### config.mk
export PLATFORM = sky130hd
export DESIGN_NAME = alu_instr_sequencer
export DESIGN_NICKNAME = d
export VERILOG_FILES = /design/src/rtl/alu_instr_sequencer.sv
export SDC_FILE = /design/constraint.sdc
export NUM_CORES = 1
export LEC_CHECK = 0
export CAP_MARGIN = 20
export CORE_MARGIN = 2
export CORE_UTILIZATION = 41
export DETAILED_ROUTE_END_ITERATION = 12
export PLACE_DENSITY = 0.79
export SLEW_MARGIN = 20
export SYNTH_ARGS = -nofsm -noshare
export SYNTH_HDL_FRONTEND = slang
export SYNTH_SLANG_ARGS = --single-unit
export TNS_END_PERCENT = 100
### constraint.sdc
create_clock -name clk -period 2.05 [get_ports clk]
set_input_delay 0.205 -clock clk [delete_from_list [all_inputs] [get_ports clk]]
set_output_delay 0.205 -clock clk [all_outputs]
set_load 0.05 [all_outputs]
### src/rtl/alu_instr_sequencer.sv
// Fetch + R-format ALU execute control-step sequencer for the single-bus datapath.
// Optional SEQ_SINGLE_STEP_EN adds a step input gating every non-IDLE transition.
module alu_instr_sequencer #(
    parameter int OPCODE_W    = 5,
    parameter int ALU_SEL_W   = 4,
    parameter int MEM_TIMEOUT = 15
) (
    input  logic                 clk,
    input  logic                 clr,
`ifdef SEQ_SINGLE_STEP_EN
    input  logic                 step,
`endif
    input  logic                 start,
    input  logic [OPCODE_W-1:0]  ir_opcode,
    input  logic                 mem_ready,
    output logic                 pc_out,
    output logic                 mar_in,
    output logic                 inc_pc,
    output logic                 z_in,
    output logic                 zlow_out,
    output logic                 pc_in,
    output logic                 mem_read,
    output logic                 mdr_in,
    output logic                 mdr_out,
    output logic                 ir_in,
    output logic                 y_in,
    output logic                 gra,
    output logic                 grb,
    output logic                 grc,
    output logic                 r_in,
    output logic                 r_out,
    output logic [ALU_SEL_W-1:0] alu_sel,
    output logic                 busy,
    output logic                 done,
    output logic                 fault
);

    typedef enum logic [3:0] {
        S_IDLE,
        S_T0,
        S_T1,
        S_T2,
        S_T3,
        S_T4,
        S_T5,
        S_DONE
    } state_t;

    localparam logic [3:0] TMO_LAST = 4'(MEM_TIMEOUT - 1);

    state_t               state_q, state_d;
    logic [3:0]           cnt_q, cnt_d;
    logic [ALU_SEL_W-1:0] op_q, op_d;
    logic                 fault_q, fault_d;
    logic                 op_legal;
    logic [ALU_SEL_W-1:0] op_dec;
    logic                 adv;

`ifdef SEQ_SINGLE_STEP_EN
    assign adv = step;
`else
    assign adv = 1'b1;
`endif

    always_comb begin
        op_legal = 1'b1;
        op_dec   = '0;
        unique case (ir_opcode)
            OPCODE_W'(0): op_dec = ALU_SEL_W'(0);
            OPCODE_W'(1): op_dec = ALU_SEL_W'(1);
            OPCODE_W'(2): op_dec = ALU_SEL_W'(2);
            OPCODE_W'(3): op_dec = ALU_SEL_W'(3);
            OPCODE_W'(4): op_dec = ALU_SEL_W'(4);
            OPCODE_W'(5): op_dec = ALU_SEL_W'(5);
            default:      op_legal = 1'b0;
        endcase
    end

    always_comb begin
        state_d = state_q;
        cnt_d   = cnt_q;
        op_d    = op_q;
        fault_d = fault_q;
        unique case (state_q)
            S_IDLE: begin
                if (start && !fault_q) begin
                    state_d = S_T0;
                    cnt_d   = '0;
                end
            end
            S_T0: if (adv) state_d = S_T1;
            S_T1: begin
                // mem_ready is checked first so it wins on the timeout edge
                if (adv) begin
                    if (mem_ready) begin
                        state_d = S_T2;
                        cnt_d   = '0;
                    end else if (cnt_q == TMO_LAST) begin
                        state_d = S_IDLE;
                        cnt_d   = '0;
                        fault_d = 1'b1;
                    end else begin
                        cnt_d = cnt_q + 4'd1;
                    end
                end
            end
            S_T2: if (adv) state_d = S_T3;
            S_T3: begin
                if (adv) begin
                    if (op_legal) begin
                        op_d    = op_dec;
                        state_d = S_T4;
                    end else begin
                        fault_d = 1'b1;
                        state_d = S_IDLE;
                    end
                end
            end
            S_T4:   if (adv) state_d = S_T5;
            S_T5:   if (adv) state_d = S_DONE;
            S_DONE: if (adv) state_d = S_IDLE;
            default: state_d = S_IDLE;
        endcase
    end

    always_ff @(posedge clk or negedge clr) begin
        if (!clr) begin
            state_q <= S_IDLE;
            cnt_q   <= '0;
            op_q    <= '0;
            fault_q <= 1'b0;
        end else begin
            state_q <= state_d;
            cnt_q   <= cnt_d;
            op_q    <= op_d;
            fault_q <= fault_d;
        end
    end

    always_comb begin
        pc_out   = 1'b0;
        mar_in   = 1'b0;
        inc_pc   = 1'b0;
        z_in     = 1'b0;
        zlow_out = 1'b0;
        pc_in    = 1'b0;
        mem_read = 1'b0;
        mdr_in   = 1'b0;
        mdr_out  = 1'b0;
        ir_in    = 1'b0;
        y_in     = 1'b0;
        gra      = 1'b0;
        grb      = 1'b0;
        grc      = 1'b0;
        r_in     = 1'b0;
        r_out    = 1'b0;
        alu_sel  = '0;
        unique case (1'b1)
            (state_q == S_T0): begin
                pc_out = 1'b1;
                mar_in = 1'b1;
                inc_pc = 1'b1;
                z_in   = 1'b1;
            end
            (state_q == S_T1): begin
                // PC is loaded only on the first T1 cycle
                zlow_out = 1'b1;
                pc_in    = (cnt_q == 4'd0);
                mem_read = 1'b1;
                mdr_in   = 1'b1;
            end
            (state_q == S_T2): begin
                mdr_out = 1'b1;
                ir_in   = 1'b1;
            end
            (state_q == S_T3): begin
                grb   = op_legal;
                r_out = op_legal;
                y_in  = op_legal;
            end
            (state_q == S_T4): begin
                grc     = 1'b1;
                r_out   = 1'b1;
                z_in    = 1'b1;
                alu_sel = op_q;
            end
            (state_q == S_T5): begin
                zlow_out = 1'b1;
                gra      = 1'b1;
                r_in     = 1'b1;
            end
            default: ;
        endcase
    end

    assign busy  = (state_q != S_IDLE);
    assign done  = (state_q == S_DONE);
    assign fault = fault_q;

endmodule
### Word level (Yosys, flattened, before mapping)

Cells that the tools add are included.

| storage, ports and cells | value |
|---|---|
| register bits after elaboration | 13 |
| input bits | 9 |
| output and inout port bits | 23 |
| word-level logic and storage cells | 64 |

| operators by class | value |
|---|---|
| add/subtract/negate cells | 1 |
| equal/unequal tests | 18 |
| mux-type cells | 26 |
| reduce and logical (&&, ||, !) cells | 15 |

Operator list:

| kind | number |
|---|---|
| $mux W4 | 7 |
| $pmux W4 S7 | 1 |
| $eq A4 B3 Y1 const B | 4 |
| $pmux W3 S5 | 1 |
| $mux W1 | 13 |
| $eq A5 B2 Y1 const B | 2 |
| $eq A5 B3 Y1 const B | 2 |
| $eq A4 B2 Y1 const B | 2 |
| $logic_not A4 Y1 | 2 |
| $ne A2 B2 Y1 const B | 4 |
| $pmux W4 S2 | 1 |
| $reduce_and A2 Y1 | 3 |
| $reduce_or A6 Y1 | 1 |
| $eq A5 B1 Y1 const B | 1 |
| $logic_not A5 Y1 | 1 |
| $add A4 B1 Y4 const B | 1 |
| $eq A4 B1 Y1 const B | 1 |
| $eq A4 B4 Y1 const B | 1 |
| $pmux W1 S2 | 2 |
| $reduce_and A4 Y1 | 1 |
| $reduce_bool A2 Y1 | 2 |
| $reduce_bool A4 Y1 | 1 |
| $reduce_or A2 Y1 | 2 |
| $mux W3 | 1 |
| other kinds (3) | 3 |

### Depth between registers and ports, before layout

| logic depth | value |
|---|---|
| word-level depth | 5 |
| depth in mapped cells | 6 |
| mapped depth without buffers | 5 |

### Worst setup path after synthesis

OpenSTA, ideal clock, no wires.

| path | value |
|---|---|
| path type | register to output |
| start | register state_q[2] |
| end | output port pc_in |
| data arrival time | 2.628 ns |
| required time | 1.845 ns |
| setup slack | -0.783 ns |
| cell stages (with the launch flop) | 4 |
| path buffers | 1 |
| cell sequence | dfrtp_1 -> clkbuf_1 -> or3b_1 -> nor4b_1 |

| on the way | value |
|---|---|
| word-level cells in the longest chain between the ends | 2 |

RTL lines:

| element | RTL line | text |
|---|---|---|
| start, declared | 51 | `state_t state_q, state_d;` |
| start signal, assigned | 133 | `state_q <= state_d;` |
| $eq A4 B2 Y1 | 165 | `(state_q == S_T1): begin` |
| $mux W1 | 158 | `unique case (1'b1)` |
| end, declared | 21 | `output logic pc_in,` |

No other way between the ends.

### Worst setup path after layout

Same ends and word-level chain as after synthesis.

==> impl_metrics.json <==
{
  "io_pins": 32,
  "postCtsSetupBuffers": 0,
  "timing.final.max_slew_violations": 0,
  "synthCells": 81,
  "fin_ws_ns": 0.0794,
  "clk_pin_slew_worst_paths_ns": 0.07,
  "post_synth_num_cell_types": 36,
  "numPortBuffers": 30,
  "min_period_ns": 1.97,
  "layout.nets": 118,
  "drt.antenna.violating_nets": 0,
  "post-place-ws_ns": 0.272,
  "dp_cells": 126,
  "cp_slowest_cell": "dfrtp_2",
  "hp-class": "primary input to async pin",
  "syn_area_per_cell_sq_um": 9.42,
  "dieArea_sq_mm": 0.00222,
  "clk_path_buf_depth": 2,
  "drtIter0Drc": 13,
  "outcome": "completed",
  "cp-endpoint": "pc_in",
  "cp_max_fo": 13,
  "finClkSkew_ns": 0.00830,
  "tightest_slew_ns": 0.496,
  "post_drt_wl_per_cell_um": 14.3,
  "finalNonFillerCells": 130,
  "first_pass_iters": 4,
  "fmaxAchievable_mhz": 507,
  "post-route-util": 0.675,
  "max_cap_viol_count": 0,
  "dp_hpwl_um": 1420,
  "worst_setup_path_end_kind": "output port",
  "synthArstFlopShare": 1.00,
  "grt_pass1_wl_um": 3000,
  "ys_seq_area_frac": 0.361,
  "clock_latency_ns": 0.28,
  "cts_tree": "done",
  "cp-start-kind": "flop",
  "reg2reg_slack_ns": 0.36,
  "hold_viol": 0,
  "synth_edf_count": 0,
  "viasPerCell": 5.23,
  "setup_viol": 0,
  "overflow": 0,
  "power_density_mw_per_mm2": 1600,
  "h-tree-depth": 1,
  "totalWireLength_um": 1850,
  "path_class": "flop to output port",
  "die_h_um": 47.1,
  "cpPeakStageDelay_ns": 0.48,
  "numCtsBuffers": 3,
  "netlist_area_sq_um": 763,
  "synth_flop_cell": "dfrtp_1",
  "rsz0062_at_grt": "no",
  "cts_sinks": 11,
  "slew_headroom": 0.668,
  "yosysWarnings": 0,
  "place_congestion": 0.835,
  "worstSetupStartpoint": "state_q[2]",
  "synth_seq_cells": 11,
  "initial_core_util": 0.437,
  "hold_buffers": 0,
  "leakagePower_nw": 0.560,
  "core.rowCount": 15,
  "core_area_sq_mm": 0.00175,
  "grt_usage": 0.202,
  "ir_drop_v": 0.000880,
  "cp_cell_sequence": "or3b_1, nor4b_4, buf_12",
  "drc": 0,
  "rr_worst_depth": 5,
  "vias": 680,
  "timing.final.crit_share": 0.961,
  "area_delta_synth_final_pct": 54.4,
  "cts-root-buf": "clkbuf_4",
  "diodes": 0,
  "grt_max_degree": 14,
  "grt_pass1_vias": 666,
  "dieWidth_um": 47.1,
  "synth_fp_nets": 93,
  "drive_above_1_share": 0.314,
  "regToRegStartpoint": "cnt_q[0]",
  "cp_data_required_time_ns": 1.85,
  "critical_path_arrival_ns": 1.77,
  "antenna_found_initial": 0,
  "reg2reg_to": "state_q[2]"
}
-- through the flow --
| step | TNS, ns | instance area, sq um | total power, mW | hold slack, ns |
|---|---|---|---|---|
| 3_3_place_gp | 0 | 1140 | 1.68 | 0.466 |
| 4_1_cts | 0 | 1170 | 1.87 | 0.271 |
| 2_1_floorplan | -0.102 | 772 | 1.30 | -0.0906 |
| 3_5_place_dp | 0 | 1140 | 1.72 | 0.472 |
| 6_report | 0 | 1180 | 1.89 | 0.251 |
| 5_1_grt | 0 | 1180 | 2.00 | 0.299 |
-- how the worst min path moves through the flow --
stage / to / slack [ns] / cells after the start
after floorplan: cnt_q[0] / -0.09 / 0
after global placement: op_q[2] / 0.47 / 1
after detailed placement: fault / 0.47 / 1
after CTS: op_q[1] / 0.27 / 1
after global routing: op_q[1] / 0.30 / 1
final: op_q[1] / 0.25 / 1
-- synthesized netlist by cell type, types with 2 or more instances --
master / count / share of area
dfrtp_1: 11 / 0.36
clkbuf_1: 3 / 0.015
or3_1: 2 / 0.016
nor4_1: 3 / 0.025
and3_1: 5 / 0.041
buf_4: 7 / 0.069
o22a_1: 2 / 0.023
nand3_1: 3 / 0.020
a22o_1: 2 / 0.023
o21ai_0: 2 / 0.013
nor2b_1: 4 / 0.033
nand2_1: 2 / 0.0098
and2_1: 2 / 0.016
ha_1: 3 / 0.049
nor2_1: 4 / 0.020
inv_1: 6 / 0.030
-- critical path: cells and delay by family, from the launching register on --
kind,cells,cell delay [ns]
simple gates,2,0.82
flops,1,0.48
buf+inv,1,0.18
-- timing repair --
item                                    CTS  global route
endpoints found under the setup margin    1             3
pin swaps                                 0             0
gates resized for setup                   1             3
endpoints found under the hold margin     0             0
-- cell usage in the layout (no fill, tap or decap), drive strengths merged, types with 2 or more instances in the layout --
cell and instances:
buf 21, dfrtp 11, clkdlybuf4s50 9, inv 6, and3 5, nor2 4
nor2b 4, clkbuf 4, nand3 3, nor4 3, ha 3, o21ai 3
and2 2, nand2 2, or3 2, a22o 2, o22a 2, or3b 2
nand2b 2, a2111oi 2, mux2 2
-- logic make-up after synthesis --
group / Yosys count / synth area share
muxes: 2 / 0.0295
buffers and inverters: 17 / 0.120
adders and majority gates: 3 / 0.0492
and+or+nand+nor: 31 / 0.257
other: 1 / 0.00491
AOI/OAI and AO/OA: 15 / 0.167
xor gates and xnor gates: 1 / 0.0115
DFF: 11 / 0.361
-- layer usage --
layer | up-vias | part of all wire | track usage
li1 | 333 | - | -
met1 | 319 | 0.42 | 0.238
met2 | 23 | 0.51 | 0.334
met3 | 5 | 0.056 | 0.0731
met4 | 0 | 0.013 | 0.0833
met5 | - | 0 | 0
-- sequential cells by signal, indices dropped and copies added, names as in the netlist --
register / count
fault: 1
op_q: 3
cnt_q: 4
state_q: 3
-- where the power goes --
part | switching [mW] | leakage (nW) | internal, mW
logic | 0.778 | 0.408 | 0.528
registers | 0.132 | 0.137 | 0.303
clock network | 0.0730 | 0.0150 | 0.0755
total | 0.983 | 0.560 | 0.906
-- area by class of cell --
class / count / area [sq um]
fillers: 142 / 567
multi-input cells: 53 / 414
repair buffers: 31 / 407
flip-flops and latches: 11 / 278
well taps: 25 / 31.3
clock buffers: 4 / 26.3
inverters: 6 / 22.5
(Power assumes the default switching activity.)
